<file path="src/rtl/bp_be_prefetch_scheduler_pkg.sv">
// bp_be_prefetch_scheduler_pkg: shared widths, stream-queue entry and FSM state types
// Holds the address/stride widths used by the scheduler, its queue and its bus interface,
// plus a helper that sign-extends a detector stride to a full virtual address.
package bp_be_prefetch_scheduler_pkg;
    localparam int vaddr_width_gp  = 39;
    localparam int stride_width_gp = 8;
    localparam int degree_width_gp = 4;

    typedef struct packed {
        logic [vaddr_width_gp-1:0]  pc;
        logic [vaddr_width_gp-1:0]  eff_addr;
        logic [stride_width_gp-1:0] stride;
        logic [degree_width_gp-1:0] degree;
    } pf_entry_s;

    typedef enum logic {e_pf_idle, e_pf_issue} pf_state_e;

    function automatic logic [vaddr_width_gp-1:0] sext_stride(input logic [stride_width_gp-1:0] s);
        return {{(vaddr_width_gp-stride_width_gp){s[stride_width_gp-1]}}, s};
    endfunction
endpackage

</file>
<file path="src/rtl/bp_be_prefetch_scheduler_if.sv">
// bp_be_prefetch_scheduler_if: discovery-event inputs and prefetch request port of the scheduler
// Signal names carry their direction as seen by the scheduler.
//   start_discovery_i / confirm_discovery_i : tentative / confirmed stream event
//   striding_pc_i, eff_addr_i, stride_i     : event payload
//   pf_v_o, pf_addr_o / pf_ready_and_i      : prefetch request valid/ready handshake
// master: the scheduler; slave: the detector + memory-side environment.
interface bp_be_prefetch_scheduler_if;
    import bp_be_prefetch_scheduler_pkg::*;
    logic                       start_discovery_i;
    logic                       confirm_discovery_i;
    logic [vaddr_width_gp-1:0]  striding_pc_i;
    logic [vaddr_width_gp-1:0]  eff_addr_i;
    logic [stride_width_gp-1:0] stride_i;
    logic                       pf_v_o;
    logic [vaddr_width_gp-1:0]  pf_addr_o;
    logic                       pf_ready_and_i;

    modport master (
        input  start_discovery_i, confirm_discovery_i, striding_pc_i, eff_addr_i, stride_i,
        output pf_v_o, pf_addr_o,
        input  pf_ready_and_i
    );
    modport slave (
        output start_discovery_i, confirm_discovery_i, striding_pc_i, eff_addr_i, stride_i,
        input  pf_v_o, pf_addr_o,
        output pf_ready_and_i
    );
endinterface

</file>
<file path="src/rtl/bp_be_prefetch_scheduler_fifo.sv">
// bp_be_prefetch_scheduler_fifo: small 1-read/1-write FIFO holding pending prefetch streams
// Ports:
//   clk_i, reset_i (async, active-high), flush_i (sync empty)
//   v_i/data_i : write request, accepted when not full or when a read happens this cycle
//   full_o     : all els_p slots occupied
//   v_o/data_o : head entry valid / head entry
//   yumi_i     : consume head (only when v_o)
// els_p must be a power of two >= 2; pointers carry one extra wrap bit to tell full from empty.
module bp_be_prefetch_scheduler_fifo #(
    parameter int width_p = 8,
    parameter int els_p   = 4
) (
    input  logic               clk_i,
    input  logic               reset_i,
    input  logic               flush_i,
    input  logic               v_i,
    input  logic [width_p-1:0] data_i,
    output logic               full_o,
    output logic               v_o,
    output logic [width_p-1:0] data_o,
    input  logic               yumi_i
);
    localparam int lg_els_lp = $clog2(els_p);

    logic [width_p-1:0] mem_q [els_p];
    logic [lg_els_lp:0] rptr_q, rptr_d, wptr_q, wptr_d;
    logic               enq, deq;

    assign v_o    = rptr_q != wptr_q;
    assign full_o = (rptr_q[lg_els_lp] != wptr_q[lg_els_lp])
                 && (rptr_q[lg_els_lp-1:0] == wptr_q[lg_els_lp-1:0]);
    assign deq    = yumi_i & v_o;
    // a write into a full queue is fine when the head leaves in the same cycle
    assign enq    = v_i & (~full_o | deq);
    assign data_o = mem_q[rptr_q[lg_els_lp-1:0]];

    always_comb begin
        rptr_d = flush_i ? '0 : rptr_q + (lg_els_lp+1)'(deq);
        wptr_d = flush_i ? '0 : wptr_q + (lg_els_lp+1)'(enq);
    end

    always_ff @(posedge clk_i or posedge reset_i) begin
        if (reset_i) begin
            rptr_q <= '0;
            wptr_q <= '0;
        end else begin
            rptr_q <= rptr_d;
            wptr_q <= wptr_d;
        end
    end

    always_ff @(posedge clk_i) begin
        if (enq && !flush_i) mem_q[wptr_q[lg_els_lp-1:0]] <= data_i;
    end
endmodule

</file>
<file path="src/rtl/bp_be_prefetch_scheduler.sv">
// bp_be_prefetch_scheduler: expands stride-detector stream events into line-aligned prefetch requests
// Ports:
//   clk_i, reset_i : clock, asynchronous active-high reset
//   enable_i       : 0 drops new events; queued/in-flight streams still drain
//   flush_i        : synchronous flush, empties the queue and abandons the current stream
//   pf_if          : discovery events in, prefetch valid/ready request port out
//   busy_o         : queue non-empty or a stream is being issued
//   dropped_o      : one-cycle pulse, an event was discarded because the queue was full
module bp_be_prefetch_scheduler
    import bp_be_prefetch_scheduler_pkg::*;
#(
    parameter int prefetch_degree_p    = 4,
    parameter int queue_els_p          = 4,
    parameter int block_offset_width_p = 6
) (
    input  logic                            clk_i,
    input  logic                            reset_i,
    input  logic                            enable_i,
    input  logic                            flush_i,
    bp_be_prefetch_scheduler_if.master      pf_if,
    output logic                            busy_o,
    output logic                            dropped_o
);
    pf_state_e                  state_q, state_d;
    logic [vaddr_width_gp-1:0]  cur_addr_q, cur_addr_d;
    logic [vaddr_width_gp-1:0]  last_line_q, last_line_d;
    logic [stride_width_gp-1:0] stride_q, stride_d;
    logic [degree_width_gp-1:0] remaining_q, remaining_d;
    logic                       dropped_q, dropped_d;
    pf_entry_s                  enq_entry, deq_entry;
    logic [vaddr_width_gp-1:0]  line;
    logic                       evt, fifo_v, fifo_full, deq, dup, step;

    assign evt = (pf_if.start_discovery_i | pf_if.confirm_discovery_i) & enable_i
               & (|pf_if.stride_i) & ~flush_i;
    assign enq_entry = '{pc:       pf_if.striding_pc_i,
                         eff_addr: pf_if.eff_addr_i,
                         stride:   pf_if.stride_i,
                         degree:   pf_if.confirm_discovery_i ? degree_width_gp'(prefetch_degree_p)
                                                             : degree_width_gp'(1)};
    assign deq  = (state_q == e_pf_idle) & fifo_v & ~flush_i;
    assign line = cur_addr_q & ({vaddr_width_gp{1'b1}} << block_offset_width_p);
    // a line equal to the last one sent is skipped silently, advancing as if accepted
    assign dup  = line == last_line_q;
    assign step = (state_q == e_pf_issue) & ~flush_i & (dup | pf_if.pf_ready_and_i);

    bp_be_prefetch_scheduler_fifo #(
        .width_p ($bits(pf_entry_s)),
        .els_p   (queue_els_p)
    ) queue (
        .clk_i   (clk_i),
        .reset_i (reset_i),
        .flush_i (flush_i),
        .v_i     (evt),
        .data_i  (enq_entry),
        .full_o  (fifo_full),
        .v_o     (fifo_v),
        .data_o  (deq_entry),
        .yumi_i  (deq)
    );

    always_ff @(posedge clk_i or posedge reset_i) begin
        if (reset_i) state_q <= e_pf_idle;
        else         state_q <= state_d;
    end

    always_comb begin
        state_d = flush_i ? e_pf_idle
                : deq ? e_pf_issue
                : (step && remaining_q == degree_width_gp'(1)) ? e_pf_idle
                : state_q;
    end

    always_comb begin
        pf_if.pf_v_o    = (state_q == e_pf_issue) & ~dup;
        pf_if.pf_addr_o = line;
        busy_o          = fifo_v | (state_q != e_pf_idle);
        dropped_o       = dropped_q;
    end

    always_comb begin
        cur_addr_d  = deq ? deq_entry.eff_addr + sext_stride(deq_entry.stride)
                    : step ? cur_addr_q + sext_stride(stride_q) : cur_addr_q;
        stride_d    = deq ? deq_entry.stride : stride_q;
        remaining_d = deq ? deq_entry.degree
                    : step ? remaining_q - degree_width_gp'(1) : remaining_q;
        last_line_d = step ? line : last_line_q;
        // a full queue still takes the event when the head is dequeued this cycle
        dropped_d   = evt & fifo_full & ~deq;
    end

    always_ff @(posedge clk_i or posedge reset_i) begin
        if (reset_i) begin
            cur_addr_q  <= '0;
            stride_q    <= '0;
            remaining_q <= '0;
            last_line_q <= '0;
            dropped_q   <= 1'b0;
        end else begin
            cur_addr_q  <= cur_addr_d;
            stride_q    <= stride_d;
            remaining_q <= remaining_d;
            last_line_q <= last_line_d;
            dropped_q   <= dropped_d;
        end
    end
endmodule

</file>
<file path="src/flat_wrapper.sv">
// flat-port wrapper written by rule: the top's interface ports become plain ports
module bp_be_prefetch_scheduler_flat import bp_be_prefetch_scheduler_pkg::*;
#(
    parameter int prefetch_degree_p    = 4,
    parameter int queue_els_p          = 4,
    parameter int block_offset_width_p = 6
)
  (clk_i, reset_i, enable_i, flush_i, busy_o, dropped_o, pf_if_start_discovery_i, pf_if_confirm_discovery_i, pf_if_striding_pc_i, pf_if_eff_addr_i, pf_if_stride_i, pf_if_pf_v_o, pf_if_pf_addr_o, pf_if_pf_ready_and_i);
  bp_be_prefetch_scheduler_if pf_if_i ();
  input  logic clk_i;
  input  logic reset_i;
  input  logic enable_i;
  input  logic flush_i;
  output logic busy_o;
  output logic dropped_o;
  input wire logic [$bits(pf_if_i.start_discovery_i)-1:0] pf_if_start_discovery_i;
  input wire logic [$bits(pf_if_i.confirm_discovery_i)-1:0] pf_if_confirm_discovery_i;
  input wire logic [$bits(pf_if_i.striding_pc_i)-1:0] pf_if_striding_pc_i;
  input wire logic [$bits(pf_if_i.eff_addr_i)-1:0] pf_if_eff_addr_i;
  input wire logic [$bits(pf_if_i.stride_i)-1:0] pf_if_stride_i;
  output wire logic [$bits(pf_if_i.pf_v_o)-1:0] pf_if_pf_v_o;
  output wire logic [$bits(pf_if_i.pf_addr_o)-1:0] pf_if_pf_addr_o;
  input wire logic [$bits(pf_if_i.pf_ready_and_i)-1:0] pf_if_pf_ready_and_i;
  assign pf_if_i.start_discovery_i = pf_if_start_discovery_i;
  assign pf_if_i.confirm_discovery_i = pf_if_confirm_discovery_i;
  assign pf_if_i.striding_pc_i = pf_if_striding_pc_i;
  assign pf_if_i.eff_addr_i = pf_if_eff_addr_i;
  assign pf_if_i.stride_i = pf_if_stride_i;
  assign pf_if_pf_v_o = pf_if_i.pf_v_o;
  assign pf_if_pf_addr_o = pf_if_i.pf_addr_o;
  assign pf_if_i.pf_ready_and_i = pf_if_pf_ready_and_i;
  bp_be_prefetch_scheduler #(.prefetch_degree_p(prefetch_degree_p), .queue_els_p(queue_els_p), .block_offset_width_p(block_offset_width_p)) u_core (.clk_i(clk_i), .reset_i(reset_i), .enable_i(enable_i), .flush_i(flush_i), .pf_if(pf_if_i), .busy_o(busy_o), .dropped_o(dropped_o));
endmodule
</file>
<file path="config.mk">
export PLATFORM = sky130hd
export DESIGN_NAME = bp_be_prefetch_scheduler_flat
export DESIGN_NICKNAME = d
export VERILOG_FILES = /design/src/rtl/bp_be_prefetch_scheduler_pkg.sv /design/src/rtl/bp_be_prefetch_scheduler_if.sv /design/src/rtl/bp_be_prefetch_scheduler_fifo.sv /design/src/rtl/bp_be_prefetch_scheduler.sv /design/src/flat_wrapper.sv
export SDC_FILE = /design/constraint.sdc
export NUM_CORES = 1
export LEC_CHECK = 0
export ABC_AREA = 1
export CAP_MARGIN = 15
export CORE_MARGIN = 2
export CORE_UTILIZATION = 45
export CTS_CLUSTER_SIZE = 8
export DETAILED_ROUTE_END_ITERATION = 12
export PLACE_DENSITY = 0.65
export REMOVE_ABC_BUFFERS = 1
export SYNTH_ARGS = -nofsm -noshare
export SYNTH_HDL_FRONTEND = slang
export SYNTH_SLANG_ARGS = --single-unit
export TNS_END_PERCENT = 10
</file>
<file path="constraint.sdc">
create_clock -name clk_i -period 5.2 [get_ports clk_i]
set_clock_uncertainty 0.05 [all_clocks]
set_input_delay 1.04 -clock clk_i [delete_from_list [all_inputs] [get_ports clk_i]]
set_output_delay 1.04 -clock clk_i [all_outputs]
set_load 0.05 [all_outputs]
</file>
==> flow_metrics.py <==
metrics = {
    "sta": {
        "period_share_pct": 74.6,
        "rsz0062_at_grt": "false",
        "hold_viol_final": 0,
        "slew_violations": 0,
        "fmax_mhz": 258,
        "tightest_slew_ns": 0.921,
        "maxSlewHeadroom_pct": 38.6,
        "period_minus_slack_ns": 3.88,
        "setup_violations": 0,
    },
    "cts": {
        "h-tree-depth": 2,
        "cts_root_buf": "clkbuf_16",
        "clk_path_buf_depth": 3,
        "cts_setup_buffers": 0,
        "ctsHoldBuffers": 0,
        "numCtsBuffers": 42,
        "numClockSinks": 288,
        "clk_latency_ns": 0.58,
        "cts_resized": 0,
        "clk_pin_slew_ns": 0.06,
        "cts_tree": "yes",
    },
    "critical_path": {
        "start_kind": "flip-flop",
        "critPathArrivalTime_ns": 2.79,
        "crit_required_ns": 4.11,
        "path_max_fanout": 73,
        "crit_path_end_kind": "output port",
        "crit_type": "reg -> out",
        "reg2reg_setup_slack_ns": 1.44,
    },
    "yosys": {
        "yosys_register_bits": 288,
        "synth_most_common_cell": "nand2_1",
        "ys_top_cells_by_count": "nand2_1, inv_1, nor2_1, edfxtp_1, nand3_1",
        "avgSynthCellArea_sq_um": 7.85,
        "synth_cells": 2249,
        "synthArstFlopShare_pct": 31.9,
        "yosys.area.top_type": "edfxtp_1",
        "seq_area_frac_synth_pct": 46.4,
        "syn_area_sq_mm": 0.0177,
        "yosys-top-cells-area": "edfxtp_1, nand2_1, dfrtp_1",
        "synth-edff-count": 196,
        "synth_top_flop_cell": "edfxtp_1",
        "synth_warnings": 0,
        "yosysUniqueCellTypes": 33,
        "synth_top_area_share_pct": 33.3,
    },
    "detailed_routing": {
        "route.vias.total": 14563,
        "drtAntennaViolNets": 0,
        "finalWirelength_microns": 44400,
        "viasPerCell": 5.15,
        "wl_per_cell_microns": 15.7,
        "dr.pass1.iters": 6,
        "detail_route.iter0.violations": 910,
        "drc": 0,
    },
    "finish": {
        "area_growth_pct": 13.0,
        "layout-drive-gt1-share_pct": 3.68,
        "final_nets": 2478,
        "postLayoutCellArea_sq_mm": 0.0200,
        "n_antenna_cell": 0,
    },
    "power": {
        "peakVddDrop_uv": 246,
        "p_total_mw": 11.1,
        "power_density_mw_per_mm2": 556,
        "leakage_nw": 9.15,
    },
    "global_routing": {
        "grt_usage_pct": 22.2,
        "antenna_found_initial": 0,
        "grt_max_degree": 78,
        "grt_pass1_wl_microns": 72300,
        "grt_overflow": 0,
        "first_global_vias": 13961,
    },
    "hold_path": {
        "hold_path_class": "reg -> reg",
    },
    "floorplanning": {
        "dieArea_sq_mm": 0.0408,
        "initial_core_util_pct": 45.6,
        "io_pins": 135,
        "die_x_microns": 202,
        "placementRows": 72,
        "die_h_microns": 202,
        "core_sq_mm": 0.0387,
    },
    "place": {
        "dpl_cell_area_sq_mm": 0.0188,
        "dp_hpwl_microns": 31500,
        "io_buffers": 89,
        "gp_congestion": 0.910,
    },
    "job": {
        "drv_cap": 0,
    },
    "status": {
        "outcome": "finished clean",
    },
}
per-layer routing:
layer  GRT usage, %  up-vias  routed length [microns]
met4           6.80        0                      877
met1           31.0     6771                    21100
li1               -     7431                        -
met2           36.3      308                    20500
met3           2.63       53                     1890
met5              0        -                        0
where the power goes:
group	switching (mW)	internal [mW]	leakage, nW
registers	0.363	2.80	2.96
clock network	0.954	1.54	0.578
logic	3.55	1.89	5.62
area by class of cell:
cell class | instances | area, sq um
sequential | 288 | 8190
clock inverter | 3 | 80.1
fill | 3739 | 18800
tap | 518 | 648
clock buffer | 49 | 1110
multi-input combinational | 1619 | 7990
inverter | 243 | 915
timing repair buffer | 107 | 1040
per-stage QoR:
step | hold WS (ns) | setup WS (ns) | util, % | TNS [ns] | std cells
6_report | 0.437 | 1.32 | 51.5 | 0 | 2827
5_1_grt | 0.461 | 1.06 | 51.5 | 0 | 2827
4_1_cts | 0.439 | 1.28 | 51.5 | 0 | 2827
3_5_place_dp | 0.423 | 1.32 | 48.5 | 0 | 2775
3_3_place_gp | 0.417 | 1.40 | 48.5 | 0 | 2775
2_1_floorplan | 0.403 | -0.910 | - | -200.50 | 2150
flip-flops by register name, summed over array words and instances (netlist names):
register             count
u_core.queue.mem_q     196
u_core.remaining_q       4
u_core.stride_q          8
u_core.cur_addr_q       39
u_core.state_q           1
u_core.last_line_q      33
u_core.queue.rptr_q      3
u_core.dropped_o         1
u_core.queue.wptr_q      3
critical path, cell delays in order (launching register included):
cell             delay, ns
dfrtp_2               0.38
buf_4                 0.58
xnor2_1               0.15
and2_1                0.21
nand3_1               0.07
clkdlybuf4s50_1       0.80
worst paths after layout:
kind,from,endpoint,cells after the start
max reg2reg,u_core.queue.rptr_q[0],u_core.cur_addr_q[27],18
min,u_core.last_line_q[16],u_core.last_line_q[16],2
max in group asynchronous,reset_i,u_core.queue.wptr_q[2],3
max,u_core.queue.rptr_q[0],busy_o,5
min in group asynchronous,reset_i,u_core.last_line_q[8],2
min reg2reg,u_core.last_line_q[16],u_core.last_line_q[16],2
cells in the final DEF, fill, tap and decap left out, types with 8 or more instances in the layout:
cell type,synthesis,final
a21oi_1,76,76
o21ai_0,144,144
nor3_1,24,20
nand2_1,707,707
nand3_1,188,188
dfrtp_1,92,91
inv_1,241,240
clkbuf_16,0,43
buf_4,45,17
nor2_1,231,230
nand4_1,8,8
edfxtp_1,196,196
o22ai_1,44,44
ha_1,82,82
xnor2_1,42,42
clkdlybuf4s50_1,0,89
xor2_1,24,24
cell families (layout without fill, tap and decap cells):
logic type               after synthesis  in the layout  synth area share, %
AND/OR/NAND/NOR                     1188           1188                 27.4
buffers and inverters                347            402                 8.69
flip-flops                           288            288                 46.4
AO/OA/AOI/OAI                        275            275                 8.23
adder cells (fa/ha/maj)               84             84                 6.04
XOR/XNOR                              66             66                 3.27
other                                  1              6               0.0212
(Power assumes the default switching activity.)
